<file path="src/rtl/alu_arbiter.sv">
// Round-robin arbiter sharing one combinational 16-bit ALU between two
// requesters; each operation runs IDLE -> EXEC -> RESP.
module alu_arbiter #(
   parameter int WIDTH = 16
) (
   input  logic             clk,
   input  logic             rst_n,
   input  logic             req0_valid,
   output logic             req0_ready,
   input  logic [WIDTH-1:0] req0_a,
   input  logic [WIDTH-1:0] req0_b,
   input  logic [2:0]       req0_op,
   input  logic             req1_valid,
   output logic             req1_ready,
   input  logic [WIDTH-1:0] req1_a,
   input  logic [WIDTH-1:0] req1_b,
   input  logic [2:0]       req1_op,
   output logic             resp0_valid,
   input  logic             resp0_ready,
   output logic [WIDTH-1:0] resp0_result,
   output logic [WIDTH-1:0] resp0_overflow,
   output logic             resp0_err,
   output logic             resp1_valid,
   input  logic             resp1_ready,
   output logic [WIDTH-1:0] resp1_result,
   output logic [WIDTH-1:0] resp1_overflow,
   output logic             resp1_err,
   output logic [WIDTH-1:0] alu_a,
   output logic [WIDTH-1:0] alu_b,
   output logic [2:0]       alu_ctrl,
   input  logic [WIDTH-1:0] alu_result,
   input  logic [WIDTH-1:0] alu_overflow,
   output logic             busy
);

   typedef enum logic [1:0] {IDLE, EXEC, RESP} state_t;

   state_t           state;
   logic             ptr;
   logic             src;
   logic             grant;
   logic             bad;
   logic [WIDTH-1:0] opa;
   logic [WIDTH-1:0] opb;
   logic [2:0]       opc;

   // With a single valid requester the pointer is ignored.
   always_comb begin
      if (req0_valid && req1_valid) grant = ptr;
      else                          grant = req1_valid;
   end

   assign req0_ready = (state == IDLE) && !grant && req0_valid;
   assign req1_ready = (state == IDLE) &&  grant && req1_valid;
   assign busy       = (state != IDLE);
   assign alu_a      = opa;
   assign alu_b      = opb;
   assign alu_ctrl   = opc;
   assign bad        = (opc[2:1] == 2'b11) || ((opc == 3'b011) && (opb == '0));

   always_ff @(posedge clk or negedge rst_n) begin
      if (!rst_n) begin
         state          <= IDLE;
         ptr            <= 1'b0;
         src            <= 1'b0;
         opa            <= '0;
         opb            <= '0;
         opc            <= '0;
         resp0_valid    <= 1'b0;
         resp0_result   <= '0;
         resp0_overflow <= '0;
         resp0_err      <= 1'b0;
         resp1_valid    <= 1'b0;
         resp1_result   <= '0;
         resp1_overflow <= '0;
         resp1_err      <= 1'b0;
      end else begin
         case (state)
            IDLE: begin
               if (req0_ready) begin
                  opa   <= req0_a;
                  opb   <= req0_b;
                  opc   <= req0_op;
                  src   <= 1'b0;
                  state <= EXEC;
               end else if (req1_ready) begin
                  opa   <= req1_a;
                  opb   <= req1_b;
                  opc   <= req1_op;
                  src   <= 1'b1;
                  state <= EXEC;
               end
            end
            EXEC: begin
               if (!src) begin
                  resp0_valid    <= 1'b1;
                  resp0_result   <= bad ? '0 : alu_result;
                  resp0_overflow <= bad ? '0 : alu_overflow;
                  resp0_err      <= bad;
               end else begin
                  resp1_valid    <= 1'b1;
                  resp1_result   <= bad ? '0 : alu_result;
                  resp1_overflow <= bad ? '0 : alu_overflow;
                  resp1_err      <= bad;
               end
               state <= RESP;
            end
            RESP: begin
               if (!src && resp0_ready) begin
                  resp0_valid <= 1'b0;
                  ptr         <= 1'b1;
                  state       <= IDLE;
               end else if (src && resp1_ready) begin
                  resp1_valid <= 1'b0;
                  ptr         <= 1'b0;
                  state       <= IDLE;
               end
            end
            default: state <= IDLE;
         endcase
      end
   end

endmodule

</file>
<file path="config.mk">
export PLATFORM = sky130hd
export DESIGN_NAME = alu_arbiter
export DESIGN_NICKNAME = d
export VERILOG_FILES = /design/src/rtl/alu_arbiter.sv
export SDC_FILE = /design/constraint.sdc
export NUM_CORES = 1
export LEC_CHECK = 0
export BUFFER_PORTS_ARGS = -buffer_cell sky130_fd_sc_hd__buf_2
export CAP_MARGIN = 10
export CELL_PAD_IN_SITES_DETAIL_PLACEMENT = 0
export CELL_PAD_IN_SITES_GLOBAL_PLACEMENT = 1
export CORE_ASPECT_RATIO = 2
export CORE_MARGIN = 5
export CORE_UTILIZATION = 38
export CTS_CLUSTER_SIZE = 14
export DETAILED_ROUTE_END_ITERATION = 8
export PLACE_DENSITY_LB_ADDON = 0.1
export SETUP_SLACK_MARGIN = 0.5
export SYNTH_ARGS = -nofsm -noshare
export SYNTH_HDL_FRONTEND = slang
export SYNTH_SLANG_ARGS = --single-unit
</file>
<file path="constraint.sdc">
create_clock -name clk -period 4 [get_ports clk]
set_input_delay 0.8 -clock clk [delete_from_list [all_inputs] [get_ports clk]]
set_output_delay 0.8 -clock clk [all_outputs]
set_load 0.01 [all_outputs]
</file>
==> qor.csv, run 1 <==
metric,value,unit
GRT Residual Overflow,0,
synth warn,0,
hold buffer count at CTS,0,
post-CTS setup buffer count,0,
"most common cell after layout, fill and taps aside",buf_2,
gr usage total,18.10,%
die area,14170,um2
routability congestion estimate,0.7674,
chip width,86.71,um
Synth Area per Inst,12.35,um2
DR WL/cell,18.07,um
Setup Skew,0.01017,ns
Mapped Cells,362,
initial core utilization,38.45,%
CTS Buf Count,9,
WL final,12830,um
crit-path max FO,19,
number of I/O pins,214,
WP data arrival,1.92,ns
maximum clock frequency,368.2,MHz
Least-Margin Pin Slew,1.166,ns
setup_tns,0,ns
CTS tree,yes,
# port buffers,213,
routed via count,3749,
Starting DRT DRC Count,106,
Synth Cell Area,4472,um2
syn nets,470,
share of cells above drive strength 1,43.01,%
Rows,56,
worst rel slew slack,22.29,%
RSZ-0062 raised after global routing,no,
Max Slew Vio Count,0,
via/cell ratio,5.280,
Final min period,2.716,ns
Pwr per Cell Area,795.9,nW/um2
Synth Register Bits,107,
Final Cell Area,5902,um2
Hold Fails Final Rpt,0,
Clock transition at path regs,0.07,ns
fill count,1135,
maximum clock path buffer count,2,
Clock H-tree levels,3,
multi-input gate area in the final layout,1585,um2
P&R area growth vs syn,31.98,%
Final ANT Viol Nets,0,
Tcrit/Tclk final,67.90,%
max_cap viols,0,
post-cts resize count,0,
Final setup viols,0,
Yosys top cell area share,59.88,%
TritonRoute pass-1 iters,4,
CORE AREA,11630,um2
VDD IR-drop max,0.3173,mV
DP Wirelength,9165,um
status,finished clean,
asr flop ratio synth,100.0,%
first-pass GRT wire length,19910,um
chip height,163.4,um
initial antenna violation count,0,
CTS Root Cell,clkbuf_16,
Worst EP required,3.20,ns
number of enable flip-flop cells after synthesis,0,
Worst Hold Class,reg -> reg,
CP Launch Type,flip-flop,
"Seq/Total Area, Yosys",59.88,%
most frequent cells in the layout,"212 x buf_2, 107 x dfrtp_1, 64 x a32o_1, 44 x nor2_1, 39 x a21oi_1",
CP Class,reg -> out,
Synth area leaders,"dfrtp_1 60%, a32o_1 14%, mux2i_1 7.8%",
"area leader, netlist",dfrtp_1,
vias in the first global route,3836,
ANT cells,0,
register area,2678,um2
clock sink count,107,
Pleak,0.003077,uW
Yosys cell types,28,
Setup crit end kind,output pin,
DRC violations left,0,
placed cell area,5589,um2
clock latency on the worst-skew pair,0.35,ns
nets@finish,668,
pin count of the biggest net entering global routing,108,
ys flop type,dfrtp_1,
-- stage by stage --
step | hold slack (ns) | util (%) | std cells | setup WS, ns | power, uW
detailed placement | 0.4741 | 48.05 | 693 | 1.446 | 3909
global route | 0.4992 | 50.74 | 710 | 1.089 | 5040
finish | 0.4839 | 50.74 | 710 | 1.284 | 4698
floorplan | 0.4807 | - | 362 | 1.715 | 3046
global placement | 0.4663 | 48.05 | 693 | 1.445 | 3852
CTS | 0.4907 | 50.51 | 709 | 1.236 | 4782
-- state kept, by name, summed over array words and instances (netlist names), 2 cells and up --
register	flops
resp0_overflow	16
alu_a	16
resp1_overflow	16
resp0_result	16
state	2
alu_b	16
resp1_result	16
alu_ctrl	3
-- synthesized netlist by cell type, types with 2 or more instances --
library cell / count
a21oi_1: 40
a32o_1: 64
buf_2: 13
buf_6: 8
clkbuf_1: 12
dfrtp_1: 107
inv_1: 3
mux2i_1: 35
nand2_1: 8
nand3_1: 3
nor2_1: 44
nor2b_1: 4
nor3_1: 3
o21a_1: 3
or3_1: 2
-- metal layers --
layer / share of wire (%) / global-route usage (%) / up-vias / routed length (um)
met5: 0 / 0 / - / 0
met4: 1.3 / 5.532 / 0 / 166
met3: 7.0 / 4.493 / 10 / 892
met2: 54 / 32.46 / 141 / 6967
met1: 37 / 20.79 / 1837 / 4804
li1: - / - / 1761 / -
-- logic make-up after synthesis --
family | Yosys count | synth area share [%]
flip-flops | 107 | 59.88
AO/OA/AOI/OAI | 111 | 19.98
multiplexers | 35 | 7.834
buffers and inverters | 37 | 4.896
AND/OR/NAND/NOR | 72 | 7.415
-- critical path, cell delays in order, from the launching register on --
cell and delay (ns):
dfrtp_1 0.44, nor2_1 0.30, nand3_2 0.54, inv_1 0.15
buf_2 0.14
-- report_power, final --
part | leakage, uW | switching (uW) | internal (uW) | total [uW]
Clock | 0.000138 | 424 | 438 | 862
Sequential | 0.00131 | 331 | 1590 | 1920
Combinational | 0.00163 | 1050 | 867 | 1920
Total | 0.00308 | 1800 | 2890 | 4700
-- worst paths after layout --
path | endpoint | startpoint | slack (ns) | cells after the start
worst max-delay path | req0_ready | state[0]$_DFFE_PN0P_ | 1.28 | 4
worst min-delay path | resp0_overflow[4]$_DFFE_PN0P_ | resp0_overflow[4]$_DFFE_PN0P_ | 0.48 | 1
worst max register to register | resp1_result[6]$_DFFE_PN0P_ | src$_DFFE_PN0P_ | 1.58 | 5
worst min register to register | resp0_overflow[4]$_DFFE_PN0P_ | resp0_overflow[4]$_DFFE_PN0P_ | 0.48 | 1
max in group asynchronous | resp0_result[2]$_DFFE_PN0P_ | rst_n | 3.06 | 2
min in group asynchronous | resp0_result[11]$_DFFE_PN0P_ | rst_n | 0.50 | 2
-- final cells by class --
cell class              instances  share of cell area [%]
flip-flops and latches        107                   45.37
multi-input cells             218                   26.86
repair buffers                221                   19.67
clock buffers                  10                   3.880
well taps                     145                   3.074
clock inverters                 6                  0.9540
inverters                       3                  0.1908
(Power assumes the default switching activity.)
==> run 2, diff against run 1 <==
- CORE_UTILIZATION: 38 -> 35
- clock period: 4 -> 2.8 ns (I/O delays scaled with it)
==> run 2 against run 1 <==
Compared with the run above:
- largest power group unchanged
- combinational power is 44% higher
- register-to-register slack worse by 0.82 ns
- clock-buffer cell count stayed put
- sequential power is 44% higher
- highest routed layer unchanged
- worst setup slack worse by 0.56 ns
- first-iteration DRC count is 11% higher
==> qor.csv, run 2 (same netlist as run 1, synthesis figures left out) <==
metric,value,unit,change
routability congestion estimate,0.7613,,was 0.7674
worst rel slew slack,53.18,%,was 22.29%
fill count,1195,,was 1135
Buf/Inv on CP,2,,unchanged
Worst EP required,2.24,ns,was 3.20 ns
maximum clock frequency,481.9,MHz,
WL final,12950,um,was 12830 um
Hold Fails Final Rpt,0,,unchanged
Worst Hold Class,in -> async,,was reg -> reg
WP data arrival,1.51,ns,was 1.92 ns
pin count of the biggest net entering global routing,57,,was 108
CP cell instances,"nor2_2, nand3_4, inv_1, buf_2",,"was nor2_1, nand3_2, inv_1, buf_2"
Least-Margin Pin Slew,0.7024,ns,was 1.166 ns
cell family with most CP delay,simple AND/OR/NAND/NOR gates,,unchanged
DR WL/cell,18.01,um,was 18.07 um
Reg power frac,41.0,%,was 40.9%
Pint,4164,uW,was 2894 uW
Max Slew Vio Count,0,,unchanged
max_cap viols,0,,unchanged
Placed Cells,703,,was 693
Pwr per Cell Area,1131,nW/um2,was 795.9 nW/um2
CORE AREA,12550,um2,was 11630 um2
maximum clock path buffer count,2,,unchanged
ANT cells,0,,unchanged
Pleak,0.003100,uW,was 0.003077 uW
"most common cell after layout, fill and taps aside",buf_2,,unchanged
Comb pwr share,41.0,%,was 40.8%
DP Wirelength,9621,um,was 9165 um
nets@finish,672,,was 668
routed via count,3752,,was 3749
chip height,169.9,um,was 163.4 um
number of I/O pins,214,,unchanged
initial antenna violation count,0,,unchanged
Rows,58,,was 56
chip width,89.93,um,was 86.71 um
total power,6736,uW,was 4698 uW
final cell count without fillers,719,,was 710
CTS tree,yes,,unchanged
CP peak stage delay,0.45,ns,was 0.54 ns
CP Launch Type,flip-flop,,unchanged
Final setup viols,0,,unchanged
# port buffers,213,,unchanged
Setup crit end kind,output pin,,unchanged
CTS Root Cell,clkbuf_16,,unchanged
P&R area growth vs syn,33.16,%,was 31.98%
clock network fraction of design power,18.0,%,was 18.3%
status,finished clean,,unchanged
GRT Residual Overflow,0,,unchanged
via/cell ratio,5.218,,was 5.280
Clock transition at path regs,0.08,ns,was 0.07 ns
gr usage total,16.76,%,was 18.10%
Final ANT Viol Nets,0,,unchanged
Crit-path slowest cell,dfrtp_1,,was nand3_2
Final min period,2.075,ns,
VDD IR-drop max,0.6008,mV,was 0.3173 mV
share of cells above drive strength 1,43.59,%,was 43.01%
RSZ-0062 raised after global routing,no,,unchanged
most frequent cells in the layout,"212 x buf_2, 107 x dfrtp_1, 64 x a32o_1, 43 x nor2_1, 39 x a21oi_1",,"was 212 x buf_2, 107 x dfrtp_1, 64 x a32o_1, 44 x nor2_1, 39 x a21oi_1"
clock latency on the worst-skew pair,0.34,ns,was 0.35 ns
CP Class,reg -> out,,unchanged
Clock H-tree levels,3,,unchanged
vias in the first global route,3845,,was 3836
DRC violations left,0,,unchanged
clock sink count,107,,unchanged
Starting DRT DRC Count,118,,was 106
first-pass GRT wire length,20720,um,was 19910 um
Tcrit/Tclk final,74.11,%,
die area,15270,um2,was 14170 um2
crit-path max FO,9,,was 19
setup_tns,0,ns,unchanged
CTS Buf Count,9,,unchanged
post-CTS setup buffer count,0,,unchanged
TritonRoute pass-1 iters,4,,unchanged
switching power,2572,uW,was 1803 uW
Setup Skew,0.008783,ns,was 0.01017 ns
sw frac,38.18,%,was 38.39%
initial core utilization,35.62,%,was 38.45%
run 2: cell count changes in the layout (fill, tap and decap cells not counted), moves of 2 or more:
cell	delta
buf_4	+3
clkinv_4	+3
buf_12	+2
inv_6	-2
run 2: worst register-to-register path: cells and delay by family, from the launching register on:
family / cells / cell delay, ns
AOI/OAI and AO/OA: 1 / 0.24
buffers and inverters: 1 / 0.32
DFF: 1 / 0.46
and+or+nand+nor: 3 / 0.93
run 2: worst paths after layout:
path                                              start  slack (ns)  depth (start not counted)                           end
max                                state[0]$_DFFE_PN0P_        0.73                          4                    req0_ready
min                                               rst_n        0.26                          1  resp0_result[11]$_DFFE_PN0P_
max reg2reg                        state[1]$_DFFE_PN0P_        0.76                          5   resp0_result[6]$_DFFE_PN0P_
min reg2reg                resp1_result[14]$_DFFE_PN0P_        0.49                          1  resp1_result[14]$_DFFE_PN0P_
max in group asynchronous                         rst_n        1.87                          2          alu_a[3]$_DFFE_PN0P_
min in group clk                         alu_result[10]        0.47                          2  resp0_result[10]$_DFFE_PN0P_
run 2: per-stage QoR:
step	hold WS, ns	instance area, um2	worst slack, ns	util (%)
floorplan	0.2644	4472	0.9951	-
global placement	0.4666	5658	0.8266	45.07
detailed placement	0.4753	5658	0.7885	45.07
CTS	0.2799	5952	0.5731	47.41
global route	0.3028	5954	0.5874	47.43
finish	0.2556	5954	0.7250	47.43
run 2: area by class of cell:
class	count	area (um2)	share of cell area, %
clock inverter	6	57.56	0.9666
multi-input combinational	218	1595	26.79
inverter	3	11.26	0.1891
sequential	107	2678	44.97
tap	150	187.7	3.152
clock buffer	10	229.0	3.845
timing repair buffer	225	1196	20.09
run 2: layer usage:
metal / GRT usage (%) / up-vias / part of all wire, %
met1: 20.48 / 1806 / 38
met2: 28.22 / 163 / 52
met4: 5.638 / 0 / 1.9
met3: 5.042 / 16 / 7.7
li1: - / 1767 / -
met5: 0 / - / 0
run 2: power groups by stage:
stage | clock (uW) | combinational [uW] | sequential [uW]
2_1_floorplan | 0 | 1310 | 3040
3_3_place_gp | 0 | 2770 | 2770
3_5_place_dp | 0 | 2820 | 2790
4_1_cts | 1250 | 2830 | 2770
5_1_grt | 1310 | 3060 | 2870
6_report | 1210 | 2760 | 2760
run 2: timing repair:
item                       4_1_cts  5_1_grt
gates cloned                     0        0
hold buffers                     0        0
setup endpoints to repair        1        1
resized for setup                1        1
==> run 3, diff against run 2 <==
- CORE_UTILIZATION: 35 -> 31
- clock period: 2.8 -> 1.7 ns (I/O delays scaled with it)
==> run 3 against run 2 <==
Compared with the run above:
- combinational power rose to 3.5 times the previous value
- power increased by 140%
- clock skew is essentially flat
- global-route usage up 2.7 points
- hold slack improved by 0.011 ns
- die area up 12%
- utilization grew 10 points
- final cell count is 24% higher
- largest power group is now combinational logic
- flip-flop and latch count stayed put
- the flow now finishes with violations (negative setup slack)
- largest cell class is now non-clock buffers
==> qor.csv, run 3 (same netlist as run 1, synthesis figures left out) <==
metric,value,unit,change
status,"complete, but fails checks",,was finished clean
failing checks,negative setup slack,,
post-place setup slack,-0.1366,ns,was 0.7885 ns
Crit-path slowest cell,dfrtp_1,,unchanged
"most common cell after layout, fill and taps aside",buf_2,,unchanged
ANT cells,0,,unchanged
Rows,62,,was 58
initial antenna violation count,0,,unchanged
# port buffers,213,,unchanged
crit-path max FO,32,,was 9
chip width,94.93,um,was 89.93 um
Least-Margin Pin Slew,0.3919,ns,was 0.7024 ns
register area,2680,um2,was 2678 um2
final cell count without fillers,888,,was 719
routed via count,4392,,was 3752
Final ANT Viol Nets,0,,unchanged
Final min period,1.889,ns,
die area,17070,um2,was 15270 um2
Hold Fails Final Rpt,0,,unchanged
number of I/O pins,214,,unchanged
WL final,16930,um,was 12950 um
clock sink count,107,,unchanged
WP data arrival,2.12,ns,was 1.51 ns
first-pass GRT wire length,25430,um,was 20720 um
Starting DRT DRC Count,111,,was 118
worst rel slew slack,73.87,%,was 53.18%
pin count of the biggest net entering global routing,36,,was 57
Clock H-tree levels,3,,unchanged
Worst Hold Class,in -> reg,,was in -> async
maximum clock path buffer count,2,,unchanged
CP peak stage delay,0.43,ns,was 0.45 ns
VDD IR-drop max,0.9368,mV,was 0.6008 mV
fill count,1297,,was 1195
switching power,5762,uW,was 2572 uW
Placed Cells,771,,was 703
Max Slew Vio Count,0,,unchanged
clock network fraction of design power,12.6,%,was 18.0%
GRT Residual Overflow,0,,unchanged
Setup crit end kind,flip-flop,,was output pin
DR WL/cell,19.07,um,was 18.01 um
vias in the first global route,4686,,was 3845
Final Core Density,57.79,%,was 47.43%
Reg power frac,28.2,%,was 41.0%
Final setup viols,65,,was 0
Pint,10380,uW,was 4164 uW
sw frac,35.70,%,was 38.18%
maximum clock frequency,529.5,MHz,
CP Class,reg -> reg,,was reg -> out
CORE AREA,14270,um2,was 12550 um2
Pleak,0.003997,uW,was 0.003100 uW
nets@finish,800,,was 672
routability congestion estimate,0.7459,,was 0.7613
Worst EP required,1.94,ns,was 2.24 ns
gr usage total,19.44,%,was 16.76%
chip height,179.9,um,was 169.9 um
DP Wirelength,10430,um,was 9621 um
CTS tree,yes,,unchanged
P&R area growth vs syn,84.47,%,was 33.16%
via/cell ratio,4.946,,was 5.218
CP cell instances,"nor4_2, nand2_1, or3_4, buf_12, a32o_1",,"was nor2_2, nand3_4, inv_1, buf_2"
DRC violations left,0,,unchanged
Clock transition at path regs,0.08,ns,about the same
multi-input gate area in the final layout,1993,um2,was 1595 um2
RSZ-0062 raised after global routing,yes,,was no
final setup margin,-0.1885,ns,was 0.7250 ns
CP Launch Type,flip-flop,,unchanged
CTS Buf Count,9,,unchanged
most frequent cells in the layout,"161 x buf_2, 105 x dfrtp_1, 81 x buf_6, 77 x buf_4, 64 x a32o_1",,"was 212 x buf_2, 107 x dfrtp_1, 64 x a32o_1, 43 x nor2_1, 39 x a21oi_1"
share of cells above drive strength 1,64.80,%,was 43.59%
Pwr per Cell Area,1957,nW/um2,was 1131 nW/um2
initial core utilization,31.33,%,was 35.62%
Setup Skew,0.009243,ns,was 0.008783 ns
CTS Root Cell,clkbuf_16,,unchanged
Tcrit/Tclk final,111.1,%,
TritonRoute pass-1 iters,4,,unchanged
clock latency on the worst-skew pair,0.34,ns,about the same
Comb pwr share,59.2,%,was 41.0%
max_cap viols,0,,unchanged
==> run 3: changes by cell type in the layout (fill, tap and decap cells not counted), sizes merged <==
cell and change:
buf +126, clkinv -2, inv +2, dlygate4sd3 +1
==> run 3: worst paths after layout <==
path | slack, ns | from | cells after the start | to
max | -0.19 | alu_b[15]$_DFFE_PN0P_ | 5 | resp0_overflow[0]$_DFFE_PN0P_
min in group asynchronous | 0.42 | rst_n | 2 | resp0_overflow[11]$_DFFE_PN0P_
max in group asynchronous | 0.78 | rst_n | 3 | alu_ctrl[2]$_DFFE_PN0P_
max reg2reg | -0.19 | alu_b[15]$_DFFE_PN0P_ | 5 | resp0_overflow[0]$_DFFE_PN0P_
min | 0.27 | alu_overflow[13] | 2 | resp0_overflow[13]$_DFFE_PN0P_
min reg2reg | 0.49 | resp1_overflow[10]$_DFFE_PN0P_ | 1 | resp1_overflow[10]$_DFFE_PN0P_
==> run 3: layer usage <==
layer,routed length (um),GRT usage (%),share of wire [%]
met5,0,0,0
met2,9808,37.08,58
met4,310,5.957,1.8
met1,5707,20.05,34
met3,1104,4.770,6.5
==> run 3: worst max-delay path, delay by kind of cell (launching register included) <==
| kind | cells | cell delay, ns |
|---|---|---|
| and+or+nand+nor | 3 | 0.93 |
| DFF | 1 | 0.43 |
| buffers and inverters | 1 | 0.18 |
| AOI/OAI and AO/OA | 1 | 0.25 |
==> run 3: cell type report <==
cell class,instances,area share [%]
clock buffers,9,2.730
clock inverters,6,0.6977
inverters,3,0.1668
flip-flops and latches,107,32.49
well taps,192,2.912
multi-input cells,218,24.16
repair buffers,353,36.84
==> run 3: metrics by stage <==
stage / power (uW) / instance area (um2) / setup TNS, ns / hold WS [ns]
floorplan: 7334 / 4556 / -3.916 / 0.04441
global placement: 9653 / 5986 / -5.389 / 0.2348
detailed placement: 9766 / 5986 / -6.100 / 0.2383
CTS: 15110 / 7691 / -4.382 / 0.2486
global route: 17080 / 8249 / -15.86 / 0.2552
finish: 16140 / 8249 / -10.18 / 0.2661
==> run 3: repair_timing <==
action                                  CTS  global route
pin swaps                                27            31
buffers inserted                         58            31
hold endpoints to repair                 14             0
endpoints found under the setup margin  208           210
hold buffers                              1             0
gates cloned                             11             1
resized for setup                       146            61
==> run 3: power by group through the flow <==
stage	clock (uW)	combinational [uW]	sequential (uW)
after global placement	0	5190	4470
after floorplan	0	2330	5010
after detailed placement	0	5270	4500
after CTS	2090	8510	4510
final	2030	9560	4550
after global routing	2200	10200	4690
